$ cat src/rtl/core_pkg.sv
// Shared types and constants for the memory access unit.
package core_pkg;

  localparam int DATA_W            = 32;
  localparam int ADR_W             = 5;
  localparam int MAU_MEM_DEPTH_DEF = 16;
  localparam int MAU_TIMEOUT_DEF   = 8;

  typedef enum logic [2:0] {
    IDLE,
    RD_ISSUE,
    RD_WAIT,
    WR_ISSUE,
    RESP
  } mau_state_t;

  // True when a word address falls inside the populated data memory.
  function automatic logic adr_in_range(input logic [ADR_W-1:0] adr,
                                        input int unsigned      depth);
    return 32'(adr) < depth;
  endfunction

endpackage

$ cat src/rtl/mau_timeout_cnt.sv
// Saturating wait-cycle counter; flags the cycle whose increment reaches TIMEOUT.
module mau_timeout_cnt #(
  parameter int TIMEOUT = 8
) (
  input  logic clk,
  input  logic rst_n,
  input  logic clear,
  input  logic enable,
  output logic expired
);

  localparam int CNT_W = $clog2(TIMEOUT + 1);

  logic [CNT_W-1:0] cnt_reg;

  // Count enabled cycles, holding at TIMEOUT rather than wrapping.
  always_ff @(posedge clk) begin
    if (!rst_n || clear) begin
      cnt_reg <= '0;
    end else if (enable && (cnt_reg != CNT_W'(TIMEOUT))) begin
      cnt_reg <= cnt_reg + CNT_W'(1);
    end
  end

  // Expiry is reported on the enabled cycle that brings the count to TIMEOUT,
  // so exactly TIMEOUT waiting cycles elapse before the error response.
  assign expired = enable && (cnt_reg >= CNT_W'(TIMEOUT - 1));

endmodule

$ cat src/rtl/mem_access_unit.sv
// Single-outstanding load/store unit between execute, data memory and writeback.
module mem_access_unit
  import core_pkg::*;
#(
  parameter int MEM_DEPTH = MAU_MEM_DEPTH_DEF,
  parameter int TIMEOUT   = MAU_TIMEOUT_DEF
) (
  input  logic              clk,
  input  logic              rst_n,
  input  logic              req_valid,
  output logic              req_ready,
  input  logic              req_we,
  input  logic [ADR_W-1:0]  req_adr,
  input  logic [DATA_W-1:0] req_wdata,
  input  logic [ADR_W-1:0]  req_rd,
  output logic              mem_rd_en,
  output logic [ADR_W-1:0]  mem_adr,
  output logic              mem_we,
  output logic [ADR_W-1:0]  mem_wadr,
  output logic [DATA_W-1:0] mem_wdata,
  input  logic [DATA_W-1:0] mem_rdata,
  input  logic              mem_rvalid,
  output logic              wb_valid,
  input  logic              wb_ready,
  output logic [DATA_W-1:0] wb_data,
  output logic [ADR_W-1:0]  wb_rd,
  output logic              wb_err
);

  mau_state_t        state_reg, state_next;
  logic [ADR_W-1:0]  adr_reg, adr_next;
  logic [DATA_W-1:0] wdata_reg, wdata_next;
  logic [ADR_W-1:0]  rd_reg, rd_next;
  logic [DATA_W-1:0] wb_data_reg, wb_data_next;
  logic [ADR_W-1:0]  wb_rd_reg, wb_rd_next;
  logic              wb_err_reg, wb_err_next;
  logic              cnt_clear, cnt_en, cnt_expired;

  mau_timeout_cnt #(.TIMEOUT(TIMEOUT)) u_timeout_cnt (
    .clk     (clk),
    .rst_n   (rst_n),
    .clear   (cnt_clear),
    .enable  (cnt_en),
    .expired (cnt_expired)
  );

  // State and operand/response registers; reset drops any op in flight.
  always_ff @(posedge clk) begin
    if (!rst_n) begin
      state_reg   <= IDLE;
      adr_reg     <= '0;
      wdata_reg   <= '0;
      rd_reg      <= '0;
      wb_data_reg <= '0;
      wb_rd_reg   <= '0;
      wb_err_reg  <= 1'b0;
    end else begin
      state_reg   <= state_next;
      adr_reg     <= adr_next;
      wdata_reg   <= wdata_next;
      rd_reg      <= rd_next;
      wb_data_reg <= wb_data_next;
      wb_rd_reg   <= wb_rd_next;
      wb_err_reg  <= wb_err_next;
    end
  end

  // Next-state logic: accept, issue, wait for data or timeout, respond.
  always_comb begin
    state_next   = state_reg;
    adr_next     = adr_reg;
    wdata_next   = wdata_reg;
    rd_next      = rd_reg;
    wb_data_next = wb_data_reg;
    wb_rd_next   = wb_rd_reg;
    wb_err_next  = wb_err_reg;
    cnt_clear    = 1'b0;
    cnt_en       = 1'b0;
    case (state_reg)
      IDLE: begin
        if (req_valid) begin
          adr_next   = req_adr;
          wdata_next = req_wdata;
          rd_next    = req_rd;
          if (!adr_in_range(req_adr, MEM_DEPTH)) begin
            // Out-of-range ops never touch memory; stores report tag 0.
            wb_data_next = '0;
            wb_err_next  = 1'b1;
            wb_rd_next   = req_we ? '0 : req_rd;
            state_next   = RESP;
          end else begin
            state_next = req_we ? WR_ISSUE : RD_ISSUE;
          end
        end
      end
      RD_ISSUE: begin
        cnt_clear  = 1'b1;
        state_next = RD_WAIT;
      end
      RD_WAIT: begin
        cnt_en = !mem_rvalid;
        if (mem_rvalid) begin
          wb_data_next = mem_rdata;
          wb_err_next  = 1'b0;
          wb_rd_next   = rd_reg;
          state_next   = RESP;
        end else if (cnt_expired) begin
          wb_data_next = '0;
          wb_err_next  = 1'b1;
          wb_rd_next   = rd_reg;
          state_next   = RESP;
        end
      end
      WR_ISSUE: begin
        state_next = IDLE;
      end
      RESP: begin
        if (wb_ready) begin
          state_next = IDLE;
        end
      end
      default: begin
        state_next = IDLE;
      end
    endcase
  end

  // Strobes and buses are decoded from state and forced to zero when idle.
  assign req_ready = rst_n && (state_reg == IDLE);
  assign mem_rd_en = (state_reg == RD_ISSUE);
  assign mem_adr   = mem_rd_en ? adr_reg : '0;
  assign mem_we    = (state_reg == WR_ISSUE);
  assign mem_wadr  = mem_we ? adr_reg : '0;
  assign mem_wdata = mem_we ? wdata_reg : '0;
  assign wb_valid  = (state_reg == RESP);
  assign wb_data   = wb_valid ? wb_data_reg : '0;
  assign wb_rd     = wb_valid ? wb_rd_reg : '0;
  assign wb_err    = wb_valid && wb_err_reg;

endmodule

$ cat config.mk
export PLATFORM = sky130hd
export DESIGN_NAME = mem_access_unit
export DESIGN_NICKNAME = d
export VERILOG_FILES = /design/src/rtl/core_pkg.sv /design/src/rtl/mau_timeout_cnt.sv /design/src/rtl/mem_access_unit.sv
export SDC_FILE = /design/constraint.sdc
export NUM_CORES = 1
export LEC_CHECK = 0
export ABC_CLOCK_PERIOD_IN_PS = 1700
export CAP_MARGIN = 0
export CORE_MARGIN = 3
export CORE_UTILIZATION = 32
export CTS_CLUSTER_DIAMETER = 150
export DETAILED_ROUTE_END_ITERATION = 10
export PLACE_DENSITY = 0.74
export RECOVER_POWER = 25
export REMOVE_ABC_BUFFERS = 1
export SYNTH_ARGS = -nofsm -noshare
export SYNTH_HDL_FRONTEND = slang
export SYNTH_SLANG_ARGS = --single-unit
$ cat constraint.sdc
create_clock -name clk -period 1.7 [get_ports clk]
set_clock_uncertainty 0.2 [all_clocks]
set_input_delay 0.255 -clock clk [delete_from_list [all_inputs] [get_ports clk]]
set_output_delay 0.255 -clock clk [all_outputs]
set_load 0.01 [all_outputs]
Word level (Yosys, flattened, before mapping) --
Index checks and enable logic that the tools add are counted.
Storage, ports and cells: register bits after elaboration 87, output and inout bits 84
Operators by class: eq/ne operators 9, add/subtract/negate cells 1, mux-type cells 30, $lt $le $gt $ge 2, reductions and logical operators 12
Operators by type and width (number):
- $mux 32 | 6
- $pmux 32 s2 | 1
- $mux 5 | 8
- $mux 3 | 5
- $pmux 3 s4 | 1
- $pmux 5 s2 | 1
- $eq 3x2->1 const B | 2
- $mux 1 | 6
- $lt 5x5->1 const B | 1
- $add 4x1->4 const B | 1
- $ge 4x3->1 const B | 1
- $logic_and 1x1->1 | 4
- $ne 2x2->1 const B | 2
- $ne 4x4->1 const B | 1
- $reduce_and 4->1 | 1
- $eq 3x1->1 const B | 1
- $eq 3x3->1 const B | 1
- $logic_not 3->1 | 1
- $ne 3x3->1 const B | 1
- $reduce_and 3->1 | 1
- $logic_not 1->1 | 2
- $mux 2 | 1
- $ne 2x1->1 const B | 1
- $pmux 1 s2 | 1
- other kinds (3) | 3

Depth between registers and ports, before layout --
word-level depth 6, mapped depth 7, gate-level depth less buffers 6

Modules after synthesis --
From an unflattened synthesis, not the netlist that was laid out.
Second synthesis, totals: cell total of the unflattened synthesis 431, area total of the unflattened synthesis 3791.1 um^2
By module, submodules not included:
- mem_access_unit | cells each 406, area each 3560.9 um^2, instances 1, sequential area each 1661.6 um^2
- mau_timeout_cnt | cells each 25, area each 230.2 um^2, instances 1, sequential area each 80.1 um^2

Worst setup path after synthesis --
No wires, ideal clock.
path kind register to output, start point reg state_reg[2], end point out wb_data[16], stages on the path, launching flop included 6, data required time 1.245 ns, path buffers 3, setup slack -0.249 ns, arrival 1.494 ns, path through dfxtp_1 > buf_4 > nor3b_1 > clkbuf_1 > clkbuf_1 > and2_1
Between the ends: cells in the longest elaborated chain, start to end 2
RTL lines:
- from (decl) | line mem_access_unit.sv:30 | mau_state_t state_reg, state_next;
- from (signal assigned) | line mem_access_unit.sv:58 | state_reg <= state_next;
- $eq 3x3->1 | line mem_access_unit.sv:135 | assign wb_valid = (state_reg == RESP);
- $mux 32 | line mem_access_unit.sv:136 | assign wb_data = wb_valid ? wb_data_reg : '0;
- to (decl) | line mem_access_unit.sv:25 | output logic [DATA_W-1:0] wb_data,
No other way between the ends.

Worst setup path after layout --
start point reg u_timeout_cnt.cnt_reg[1], end point reg wb_data_reg[30]
Between the ends: cells in the longest elaborated chain, start to end 4
RTL lines:
- from (decl) | line mau_timeout_cnt.sv:14 | logic [CNT_W-1:0] cnt_reg;
- from (signal assigned) | line mau_timeout_cnt.sv:21 | cnt_reg <= cnt_reg + CNT_W'(1);
- $ge 4x3->1 | line mau_timeout_cnt.sv:27 | assign expired = enable && (cnt_reg >= CNT_W'(TIMEOUT - 1));
- $logic_and 1x1->1 | line mau_timeout_cnt.sv:27
- $ne 3x3->1 (no source line)
- $reduce_and 4->1 (no source line)
- to (signal assigned) | line mem_access_unit.sv:62 | wb_data_reg <= wb_data_next;
- to (decl) | line mem_access_unit.sv:34 | logic [DATA_W-1:0] wb_data_reg, wb_data_next;
No other way between the ends. A chain may end at the register's enable or synchronous reset.

==> results.json <==
{
  "critical_path.max_fanout": 7,
  "cts_tree": "yes",
  "fp.dieW_um": 117,
  "cts_buffer_depth": 2,
  "power_uw": 5620,
  "detail-route-antenna-nets": 0,
  "track_usage_pct": 17.5,
  "startpoint": "u_timeout_cnt.cnt_reg[1]",
  "timing.final.max_slew_violations": 0,
  "die-height_um": 117,
  "start_util_pct": 33.0,
  "cp.arrival_ns": 2.02,
  "htreeDepth": 3,
  "p_leak_uw": 0.00283,
  "synth_area_leaders": "dfxtp_1, and2_1, a21boi_0",
  "yosys.area_share.xor_xnor_pct": 0.661,
  "synth_compound_area_share_pct": 17.7,
  "crit_end": "wb_data_reg[30]",
  "synthSimpleGateAreaFrac_pct": 32.6,
  "synth_cell_types": 34,
  "synth_warnings": 0,
  "yosysSeqAreaShare_pct": 43.8,
  "grt_start_max_net_pins": 84,
  "relSlewSlack_pct": 71.0,
  "fin_setup_tns_ns": -26.09,
  "crit_type": "reg -> reg",
  "r2r_cells": 6,
  "antennaDiodeCount": 0,
  "hold_buffers": 0,
  "grt_pass1_wl_um": 19600,
  "violations": "negative setup slack",
  "min_path_type": "in -> reg",
  "vias_per_cell": 4.81,
  "crit_path_start_kind": "flop",
  "setup_viol": 144,
  "first_global_vias": 3883,
  "cts-buffers-inserted": 9,
  "netlist_area_um2": 3980,
  "remaining_drc_errors": 0,
  "core_area_um2": 12100,
  "io_buffer_count": 163,
  "synthToLayoutAreaGrowth_pct": 73.3,
  "antenna_found_initial": 0,
  "ys_ff_latch": 87,
  "timing.final.crit_period_ns": 1.99,
  "powerDensity_nw_per_um2": 816,
  "netlist_instances": 459,
  "peakVddDrop_v": 0.000387,
  "status": "finished with violations",
  "rsz0062_at_grt": "yes",
  "worstSkewPairLatency_ns": 0.34,
  "synth_top_area_share_pct": 43.8,
  "synth_top_cell_by_area": "dfxtp_1",
  "vias": 3952,
  "cts_root_buf": "clkbuf_16",
  "hpwlAfterDp_um": 8170,
  "setup_ws_ns": -0.295,
  "drtPass1Iterations": 4,
  "num_rows": 40,
  "synth_top_family_by_area": "simple AND/OR/NAND/NOR gates",
  "drt_iter0_drc": 247,
  "pre_cts_slack_ns": -0.424,
  "r2r_setup_slack_ns": -0.29,
  "r2r-start": "u_timeout_cnt.cnt_reg[1]",
  "grt_overflow": 0,
  "routed_wl_um": 13900,
  "hold_viol": 0,
  "max_cap_violations": 0,
  "layout_common_cells": "nand2_1, dfxtp_1, clkdlybuf4s50_1, buf_6, and2_4",
  "fmax_ghz": 0.501,
  "synth_fa_ha_area_share_pct": 0.629,
  "wl_per_cell_um": 16.9,
  "ios": 164,
  "finalCritPeriodShare_pct": 117,
  "worst_slew_pin_slew_ns": 0.435,
  "post_synth.cell_area_avg_um2": 8.66,
  "layout-drive-gt1-share_pct": 35.9,
  "end_kind": "flop",
  "routabilityCongestion": 0.727,
  "path_clk_slew_ns": 0.06,
  "min_from": "rst_n",
  "synth_mux_area_share_pct": 0,
  "r2r-end": "wb_data_reg[30]",
  "final_common_cell": "nand2_1",
  "cp.required_ns": 1.72,
  "nets": 731,
  "clock-sinks": 87,
  "die_area_um2": 13800
}
==> per-layer routing <==
metal	up-vias	wire (µm)	global-route usage, %
met5	-	0	0
met2	90	6850	30.0
met4	0	291	7.55
met1	1939	6300	21.0
met3	17	489	3.94
li1	1906	-	-
==> cell families (layout without fill, tap and decap cells) <==
group / Yosys count / count (layout)
AO/OA/AOI/OAI: 89 / 89
AND/OR/NAND/NOR: 238 / 238
XOR/XNOR: 3 / 3
adder cells (fa/ha/maj): 2 / 2
flip-flops: 87 / 87
buffers and inverters: 40 / 235
==> cell usage after synthesis, drive strengths merged <==
master and instances:
a2111o 1, a2111oi 3, a211oi 5, a21boi 43
a21oi 3, a22oi 31, a32oi 1, and2 79
and3 5, and3b 2, buf 15, clkbuf 23
dfxtp 87, ha 2, inv 2, nand2 86
nand2b 2, nand3 2, nand3b 1, nand4 1
nor2 10, nor2b 33, nor3 1, nor3b 14
nor4b 1, o21ai 1, o221a 1, or4b 1
xnor2 1, xor2 2
==> power breakdown <==
group / internal (µW) / switching, µW / leakage [µW]
Clock: 1260 / 792 / 0.000149
Sequential: 2170 / 76.0 / 0.000712
Combinational: 748 / 575 / 0.00197
==> worst min-delay path by stage <==
stage	end	slack, ns	cells past startpoint
floorplan	state_reg[0]	0.13	1
global placement	wdata_reg[29]	0.24	2
detailed placement	wdata_reg[7]	0.25	2
CTS	state_reg[0]	0.20	3
global route	state_reg[0]	0.18	3
finish	state_reg[0]	0.18	3
==> area by class of cell <==
type	instances	area (µm²)
Timing Repair Buffer	217	2270
Clock buffer	14	274
Sequential cell	87	1750
Tap cell	168	210
Multi-Input combinational cell	332	2340
Fill cell	1040	5170
Clock inverter	2	37.5
Inverter	2	7.51
==> critical path: stages, from the launching register on <==
cell and delay (ns):
dfxtp_2 0.36, ha_4 0.14, a21oi_2 0.07, a2111o_2 0.64, clkbuf_16 0.23, a22oi_1 0.17
nor2b_1 0.07
==> per-stage QoR <==
| step | hold slack, ns | util (%) | cells | cell area (µm²) |
|---|---|---|---|---|
| detailed placement | 0.252 | 49.3 | 781 | 5950 |
| CTS | 0.197 | 52.1 | 801 | 6290 |
| finish | 0.177 | 57.1 | 822 | 6890 |
| floorplan | 0.131 | - | 421 | 3800 |
| global route | 0.175 | 57.1 | 822 | 6890 |
| global placement | 0.245 | 49.3 | 781 | 5950 |
==> what timing repair did <==
action / in CTS / in global routing
endpoints found under the setup margin: 163 / 165
cloned: 3 / 16
setup buffers: 1 / 5
endpoints found under the hold margin: 0 / 0
gates resized for setup: 291 / 225
pin swaps: 4 / 45
(Power assumes the default switching activity.)
